===== src/rtl/sevseg_pkg.sv =====
// Shared types and constants for the seven-segment frame sequencer.
package sevseg_pkg;

   typedef enum logic [1:0] {
      IDLE,
      DWELL,
      ADVANCE
   } state_e;

   localparam int               N_FRAMES  = 4;
   localparam int               SEG_W     = 7;
   localparam logic [SEG_W-1:0] SEG_BLANK = 7'b0000000;

endpackage


===== src/rtl/sevseg_next_frame.sv =====
// Masked rotate search: first enabled frame after the current one, walking in
// the selected direction modulo N_FRAMES; reports change and wrap-around.
module sevseg_next_frame
   import sevseg_pkg::*;
(
   input  logic [1:0]          cur_sel_i,
   input  logic [N_FRAMES-1:0] mask_i,
   input  logic                dir_i,
   output logic [1:0]          next_sel_o,
   output logic                changed_o,
   output logic                wrapped_o
);

   logic [1:0] cand;
   logic       found;

   // NOTE: every output of this block gets a default first so no latch is inferred.
   always_comb begin
      next_sel_o = cur_sel_i;
      cand       = '0;
      found      = 1'b0;
      for (int k = 1; k <= N_FRAMES; k++) begin
         cand = dir_i ? cur_sel_i - 2'(k) : cur_sel_i + 2'(k);
         if (!found && mask_i[cand]) begin
            next_sel_o = cand;
            found      = 1'b1;
         end
      end
   end

   assign changed_o = (next_sel_o != cur_sel_i);
   assign wrapped_o = changed_o && (dir_i ? (next_sel_o > cur_sel_i)
                                          : (next_sel_o < cur_sel_i));

endmodule


===== src/rtl/sevseg_seq.sv =====
// Frame sequencer: FSM, dwell counter and registered segment/strobe outputs.
// Optional blink of the second half of each dwell when SEVSEG_BLINK_EN is defined.
module sevseg_seq
   import sevseg_pkg::*;
#(
   parameter int CNT_W = 16
) (
   input  logic             i_clk,
   input  logic             i_rst,
   input  logic             i_run,
   input  logic             i_step,
   input  logic             i_dir,
   input  logic [3:0]       i_mask,
   input  logic [CNT_W-1:0] i_dwell,
   input  logic             i_blink,
   input  logic [6:0]       i_seg,
   output logic [1:0]       o_sel,
   output logic [6:0]       o_seg,
   output logic             o_frame_stb,
   output logic             o_wrap
);

   state_e           state_q;
   logic [CNT_W-1:0] cnt_q;
   logic [1:0]       sel_q;
   logic [6:0]       seg_q;
   logic [6:0]       seg_d;
   logic             stb_q;
   logic             wrap_q;
   logic [1:0]       nxt_sel;
   logic             nxt_changed;
   logic             nxt_wrapped;
   logic             blink_blank;

   sevseg_next_frame u_next_frame (
      .cur_sel_i  (sel_q),
      .mask_i     (i_mask),
      .dir_i      (i_dir),
      .next_sel_o (nxt_sel),
      .changed_o  (nxt_changed),
      .wrapped_o  (nxt_wrapped)
   );

`ifdef SEVSEG_BLINK_EN
   logic [CNT_W:0] half_dwell;
   assign half_dwell  = ({1'b0, i_dwell} + (CNT_W+1)'(1)) >> 1;
   assign blink_blank = i_blink && (state_q == DWELL) && ({1'b0, cnt_q} < half_dwell);
`else
   logic unused_blink;
   assign unused_blink = i_blink;
   assign blink_blank  = 1'b0;
`endif

   always_comb begin
      seg_d = i_seg;
      if ((i_mask == 4'b0000) || blink_blank)
         seg_d = SEG_BLANK;
   end

   // NOTE: all state here is sequential, so only non-blocking assignments are used.
   always_ff @(posedge i_clk or posedge i_rst) begin
      if (i_rst) begin
         state_q <= IDLE;
         cnt_q   <= '0;
         sel_q   <= '0;
         seg_q   <= SEG_BLANK;
         stb_q   <= 1'b0;
         wrap_q  <= 1'b0;
      end else begin
         seg_q  <= seg_d;
         stb_q  <= 1'b0;
         wrap_q <= 1'b0;
         case (state_q)
            IDLE: begin
               if (i_run) begin
                  state_q <= DWELL;
                  cnt_q   <= i_dwell;
               end else if (i_step) begin
                  state_q <= ADVANCE;
               end
            end
            DWELL: begin
               // Dropping run aborts the dwell even when the count has expired.
               if (!i_run)
                  state_q <= IDLE;
               else if (cnt_q == '0)
                  state_q <= ADVANCE;
               else
                  cnt_q <= cnt_q - CNT_W'(1);
            end
            ADVANCE: begin
               sel_q   <= nxt_sel;
               stb_q   <= nxt_changed;
               wrap_q  <= nxt_wrapped;
               cnt_q   <= i_dwell;
               state_q <= i_run ? DWELL : IDLE;
            end
            default: state_q <= IDLE;
         endcase
      end
   end

   assign o_sel       = sel_q;
   assign o_seg       = seg_q;
   assign o_frame_stb = stb_q;
   assign o_wrap      = wrap_q;

endmodule


===== config.mk =====
export PLATFORM = sky130hd
export DESIGN_NAME = sevseg_seq
export DESIGN_NICKNAME = d
export VERILOG_FILES = /design/src/rtl/sevseg_pkg.sv /design/src/rtl/sevseg_next_frame.sv /design/src/rtl/sevseg_seq.sv
export SDC_FILE = /design/constraint.sdc
export NUM_CORES = 1
export LEC_CHECK = 0
export BUFFER_PORTS_ARGS = -buffer_cell sky130_fd_sc_hd__buf_4
export CORE_UTILIZATION = 53
export CTS_CLUSTER_SIZE = 25
export DETAILED_ROUTE_END_ITERATION = 10
export PLACE_DENSITY = 0.79
export SLEW_MARGIN = 20
export SYNTH_ARGS = -nofsm -noshare
export SYNTH_HDL_FRONTEND = slang
export SYNTH_HIERARCHICAL = 1
export SYNTH_SLANG_ARGS = --single-unit

===== constraint.sdc =====
create_clock -name i_clk -period 2.6 [get_ports i_clk]
set_input_delay 0.26 -clock i_clk [delete_from_list [all_inputs] [get_ports i_clk]]
set_output_delay 0.26 -clock i_clk [all_outputs]
set_load 0.05 [all_outputs]

==> metrics.txt, run 1 <==
register area=726 um2; status=finished with violations; CTS tree=yes; RSZ-0062 raised after global routing=no; crit end category=register; post_cts resized=0; Initial DRT Pass Iterations=4; Area contributors post-synth=dfrtp_1 40%, a21oi_1 5.8%, o21ai_0 5.6%; Yosys reg bits=29; RR Endpoint=o_wrap; failing checks=negative hold slack; gr usage total=0.240; hold crit path type=primary input to async pin; launching point of the worst reg2reg path=o_sel[1]; wire length on met2=roughly 2100 um; Slew @ Worst Pin=0.821 ns; type of origin of the critical path=register; routability cong.=~0.79; cells after synthesis=202; Syn Std Cell Area=0.00180 mm2; MaxCap Viol Count=0; core area=0.00313 mm2; die footprint=0.00363 mm2; vias in the first global route=1551; chip width=60.3 um; area leader, netlist=dfrtp_1; Post-Synth Simple-Gate Area=0.238; Initial Utilization=0.575; CTS Hold Bufs=0; wire length on met1=1660 um; setup TNS=0 ns; nets=280; kind of critical path=register to register; clock buffer depth=2; register area share after synthesis=0.403; fillers=246; post-synthesis xor/xnor area fraction=0.00904; drt first-iter violations=102; Design Area, Final=0.00217 mm2; R2R setup slack=0.23 ns; Num CTS Buffers=5; ys flop type=dfrtp_1; first-pass GRT wire length=between 6000 and 7000 um; post-synth cell types=46; Root Driver=clkbuf_4; commonest non-fill, non-tap cells in the layout=47 x buf_4, 29 x dfrtp_1, 21 x a21oi_1; main combinational cell family by area after synthesis=compound AO/OA/AOI/OAI gates; Post-DRT Antenna Nets=0; number of synthesized flops with an enable pin=0; clock slew at reported path FFs=roughly 0.1 ns; leak pwr=0.964 nW; Min Hold Slack=-0.00249 ns; Detailed Place HPWL=2890 um; final period utilization=0.911; IO Port Bufs=42; adder-cell share of the synthesized area=0.0209; chip height=about 60 um; compound-cell area share of the yosys netlist=0.244; clk_lat worst skew=between 0.3 and 0.4 ns; Ys Warns=6; H-tree depth=2; DP Area=0.00212 mm2; met3 WL=296 um; initial antenna violation count=0; Syn-to-layout area delta=20.7%; largest net degree at the start of global routing=30; GRT overflow=0; Via Count=about 1700; vias per cell=~6; commonest non-fill, non-tap cell in the layout=buf_4; DRC viols=0; multi-input combinational cell area=963 um2; TritonCTS Sinks=29; Max IR drop VDD=470 uV; Ports=between 40 and 50; post-CTS setup buffers=0; Avg Inst Size Synth=8.91 um2; min Tclk post-route=2.37 ns; Total Wirelength=4040 um; worst-path fanout max=13; WL per Instance=14.0 um; Final Skew=0.00788 ns; max frequency=422 MHz; Ant. Diodes=0; Worst EP required=2.83 ns; mux cell area share after synthesis=0.0236; worst reg-to-reg path cell count=10; setup violators final=0; Top Metal Used=met4; P per Cell Area=696 mW/mm2; ratio of cells with drive above 1 in the final layout=0.261; Synth top area share=0.403; fin. max-slew vios=0; Worst Setup EP=o_wrap; cell row count=20; max_slew headroom=0.451; FFs w/ async S/R, synth=1.00; Crit path arrival time=2.59 ns; Crit. Startpoint=o_sel[1]; final hold violation count=6; Synthesized Nets=238
kinds of logic after synthesis:
kind of cell	after synthesis
mux	4
compound gates	71
buf+inv	18
simple gates	76
xor+xnor	1
flops	29
fa+ha+maj	3
per-stage QoR:
stage                     hold slack (ns)  cells  power [mW]  setup slack (ns)   util
after detailed placement            0.364    281        1.24             0.305  0.678
after global placement              0.351    281        1.19             0.347  0.678
after CTS                         0.00802    289        1.51             0.281  0.694
final                            -0.00249    289        1.51             0.231  0.694
after global routing               0.0320    289        1.60            0.0475  0.694
after floorplan                     0.338    202        1.07             0.336      -
Yosys cell counts, types with 3 or more instances:
library cell	number
dfrtp_1	29
a21oi_1	21
o21ai_0	20
nor2_1	18
nand2_1	13
nor2b_1	9
inv_1	6
nor3_1	6
clkbuf_1	5
a22oi_1	4
a2bb2oi_1	4
nand3_1	4
nor4_1	4
o22ai_1	4
a21oi_2	3
and2_1	3
buf_2	3
buf_6	3
ha_1	3
nand2b_1	3
o21ai_1	3
or4_1	3
final cells by class:
type | instances | area share
Tap cell | 44 | 0.0254
Multi-Input combinational cell | 155 | 0.444
Sequential cell | 29 | 0.334
Clock buffer | 6 | 0.0190
Inverter | 6 | 0.0104
Clock inverter | 2 | 0.00461
Timing Repair Buffer | 47 | 0.163
routing by layer:
| layer | track usage | up-vias |
|---|---|---|
| li1 | - | 822 |
| met2 | 0.430 | 68 |
| met3 | 0.0671 | 5 |
| met4 | 0.0897 | 0 |
| met5 | 0 | - |
| met1 | 0.266 | 797 |
registers in the layout, indices dropped and copies added, names as in the netlist:
signal       flops
state_q          2
o_wrap           1
o_sel            2
cnt_q           16
o_frame_stb      1
o_seg            7
worst max-delay path, stage by stage (launching register included):
cell	delay (ns)
dfrtp_1	0.60
xor2_2	0.27
mux2i_1	0.21
a21oi_1	0.10
or3_1	0.38
ha_1	0.19
inv_1	0.05
a21oi_1	0.08
o21ai_0	0.19
a21oi_1	0.07
and2_1	0.14
how the worst min path moves through the flow:
stage / start / endpoint / slack, ns / depth (start not counted)
floorplan: i_rst / cnt_q[0] / 0.34 / 1
global placement: i_rst / o_seg[5] / 0.35 / 3
detailed placement: i_rst / o_seg[1] / 0.36 / 3
CTS: i_rst / o_seg[2] / 0.008 / 3
global route: i_rst / cnt_q[0] / 0.03 / 3
finish: i_rst / o_seg[4] / -0.002 / 3
power by group:
part / total, mW / internal (mW) / switching (mW)
clock: 0.262 / 0.103 / 0.159
sequential: 0.633 / 0.524 / 0.109
combinational: 0.615 / 0.260 / 0.355
Power figures use the tool's default switching activity.
==> inputs of run 2 (changes only) <==
--- a/config.mk
+++ b/config.mk
@@ -5,11 +5,11 @@
 export SDC_FILE = /design/constraint.sdc
 export NUM_CORES = 1
 export LEC_CHECK = 0
-export BUFFER_PORTS_ARGS = -buffer_cell sky130_fd_sc_hd__buf_4
-export CORE_UTILIZATION = 53
+export CORE_UTILIZATION = 57
 export CTS_CLUSTER_SIZE = 25
 export DETAILED_ROUTE_END_ITERATION = 10
-export PLACE_DENSITY = 0.79
+export DONT_BUFFER_PORTS = 1
+export PLACE_DENSITY = 0.72
 export SLEW_MARGIN = 20
 export SYNTH_ARGS = -nofsm -noshare
 export SYNTH_HDL_FRONTEND = slang
==> metrics.txt, run 2 (synthesis gave the netlist of run 1 again) <==
status=completed; crit end category=register; Post-DRT Antenna Nets=0 (unchanged); setup violators final=0 (unchanged); Detailed Place HPWL=2540 um (-12%); crit-path leading delay family=simple AND/OR/NAND/NOR gates; hold crit path type=primary input to register; Max IR drop VDD=593 uV (+26%); Initial DRT Pass Iterations=4 (unchanged); clk_lat worst skew=0.32 ns (about the same); IO Port Bufs=0 (-100%); P per Cell Area=756 mW/mm2 (+8.6%); DRC viols=0 (unchanged); final period utilization=0.896 (-0.0148); drt first-iter violations=75 (-26%); max reg flops=16 (unchanged); MaxCap Viol Count=0 (unchanged); vias in the first global route=1456 (-6.1%); max frequency=429 MHz (+1.7%); Num CTS Buffers=5 (unchanged); GRT overflow=0 (unchanged); clock power share=0.181 (+0.008); Total Wirelength=3590 um (-11%); final non-filler cell total=249 (-14%); cells along the critical path=inv_1 -> ha_1 -> or4b_1 -> nor4b_4 -> a21o_4 -> a21oi_1 -> a2bb2oi_1; cell row count=20 (unchanged); max_slew headroom=0.338 (-0.114); die footprint=0.00339 mm2 (-6.8%); wire length on met1=1520 um (-8.1%); met3 WL=142 um (-52%); Net Switching=0.567 mW (-9.1%); ratio of cells with drive above 1 in the final layout=0.102 (-0.159); vias per cell=6.15 (+5.0%); chip width=58.2 um (-3.5%); Ant. Diodes=0 (unchanged); leak pwr=0.764 nW (-21%); Via Count=1531 (-9.5%); sw frac=0.401 (-0.0121); Worst EP required=2.79 ns (-0.04 ns); total power=1.41 mW (-6.4%); cell internal pwr=0.847 mW (-4.5%); fillers=273 (+11%); wire length on met2=1850 um (-9.9%); WL per Instance=14.4 um (+3.1%); Crit path arrival time=2.52 ns (-0.07 ns); fin. max-slew vios=0 (unchanged); Design Area, Final=0.00187 mm2 (-14%); gr usage total=0.233 (-0.00733); Initial Utilization=0.594 (+0.0190); largest net degree at the start of global routing=30 (unchanged); type of origin of the critical path=register; TritonCTS Sinks=29 (unchanged); commonest non-fill, non-tap cell in the layout=dfrtp_1; worst-path fanout max=22 (+9); Root Driver=clkbuf_4; H-tree depth=2 (unchanged); Ports=44 (unchanged); clock buffer depth=2 (unchanged); commonest non-fill, non-tap cells in the layout=29 x dfrtp_1, 21 x a21oi_1, 20 x o21ai_0; CP max stage delay=0.53 ns (-0.07 ns); post_cts resized=0 (unchanged); worst path bufs/invs=1 (unchanged); Comb power frac=0.351 (-0.056); final hold violation count=0 (-6); nets=240 (-14%); core area=0.00303 mm2 (-3.2%); Biggest register=cnt_q; RSZ-0062 raised after global routing=no; Min Hold Slack=0.0709 ns (+0.0734 ns); Top Metal Used=met4; CTS tree=yes; DP Area=0.00181 mm2 (-15%); routability cong.=0.740 (-6.5%); Slew @ Worst Pin=0.984 ns (+0.163 ns); min Tclk post-route=2.33 ns (-0.0385 ns); sequential share of power=0.468 (+0.049); first-pass GRT wire length=6010 um (-6.5%); Crit-path slowest cell=or4b_1; setup TNS=0 ns (unchanged); cell total after placement=240 (-15%); Syn-to-layout area delta=3.96%; chip height=58.2 um (-3.5%); clock slew at reported path FFs=0.09 ns (about the same); kind of critical path=register to register; Final Skew=0.00779 ns (-0.0000927 ns); initial antenna violation count=0 (unchanged)
## run 2: changes by cell type in the layout (fill, tap and decap cells not counted)
cell | previous run | this run
clkinv_2 | 2 | 0
buf_4 | 47 | 6
clkbuf_1 | 1 | 3
dlygate4sd3_1 | 0 | 1
## run 2: power groups by stage
stage	Clock [mW]	Combinational [mW]	Sequential, mW
after floorplan	0	0.391	0.682
after global placement	0	0.475	0.665
after detailed placement	0	0.497	0.672
after CTS	0.263	0.498	0.663
after global routing	0.280	0.566	0.678
final	0.256	0.496	0.662
## run 2: final timing paths
path / startpoint / endpoint / slack (ns) / depth (start not counted)
worst max-delay path: cnt_q[0] / cnt_q[11] / 0.27 / 7
min in group asynchronous: i_rst / cnt_q[2] / 0.45 / 3
worst min-delay path: i_step / state_q[1] / 0.07 / 2
max in group asynchronous: i_rst / cnt_q[1] / 1.87 / 3
worst max register to register: cnt_q[0] / cnt_q[11] / 0.27 / 7
worst min register to register: state_q[1] / state_q[1] / 0.50 / 1
## run 2: metal layers
layer / up-vias / global-route usage
met5: - / 0
met4: 0 / 0.122
met3: 10 / 0.0536
met2: 37 / 0.419
met1: 739 / 0.253
li1: 745 / -
## run 2: worst register-to-register path, delay by kind of cell, from the launching register on
family                   cells  cell delay [ns]
buffers and inverters        1             0.09
flip-flops                   1             0.40
adder cells (fa/ha/maj)      1             0.22
AO/OA/AOI/OAI                3             0.51
AND/OR/NAND/NOR              2             0.97
## run 2: per-stage QoR
| stage | util | setup slack, ns |
|---|---|---|
| final | 0.618 | 0.269 |
| after floorplan | - | 0.336 |
| after global placement | 0.598 | 0.329 |
| after global routing | 0.618 | 0.0941 |
| after detailed placement | 0.598 | 0.283 |
| after CTS | 0.618 | 0.269 |
## run 2: area by class of cell
| cell class | count | area, um2 | share of cell area |
|---|---|---|---|
| clock buffer | 8 | 48.8 | 0.0261 |
| inverter | 6 | 22.5 | 0.0120 |
| multi-input combinational | 155 | 963 | 0.515 |
| sequential | 29 | 726 | 0.388 |
| tap | 44 | 55.1 | 0.0294 |
| timing repair buffer | 7 | 55.1 | 0.0294 |
## run 2: what timing repair did
| item | CTS | global route |
|---|---|---|
| setup buffers | 0 | 0 |
| hold buffers | 1 | 0 |
| endpoints found under the hold margin | 29 | 0 |
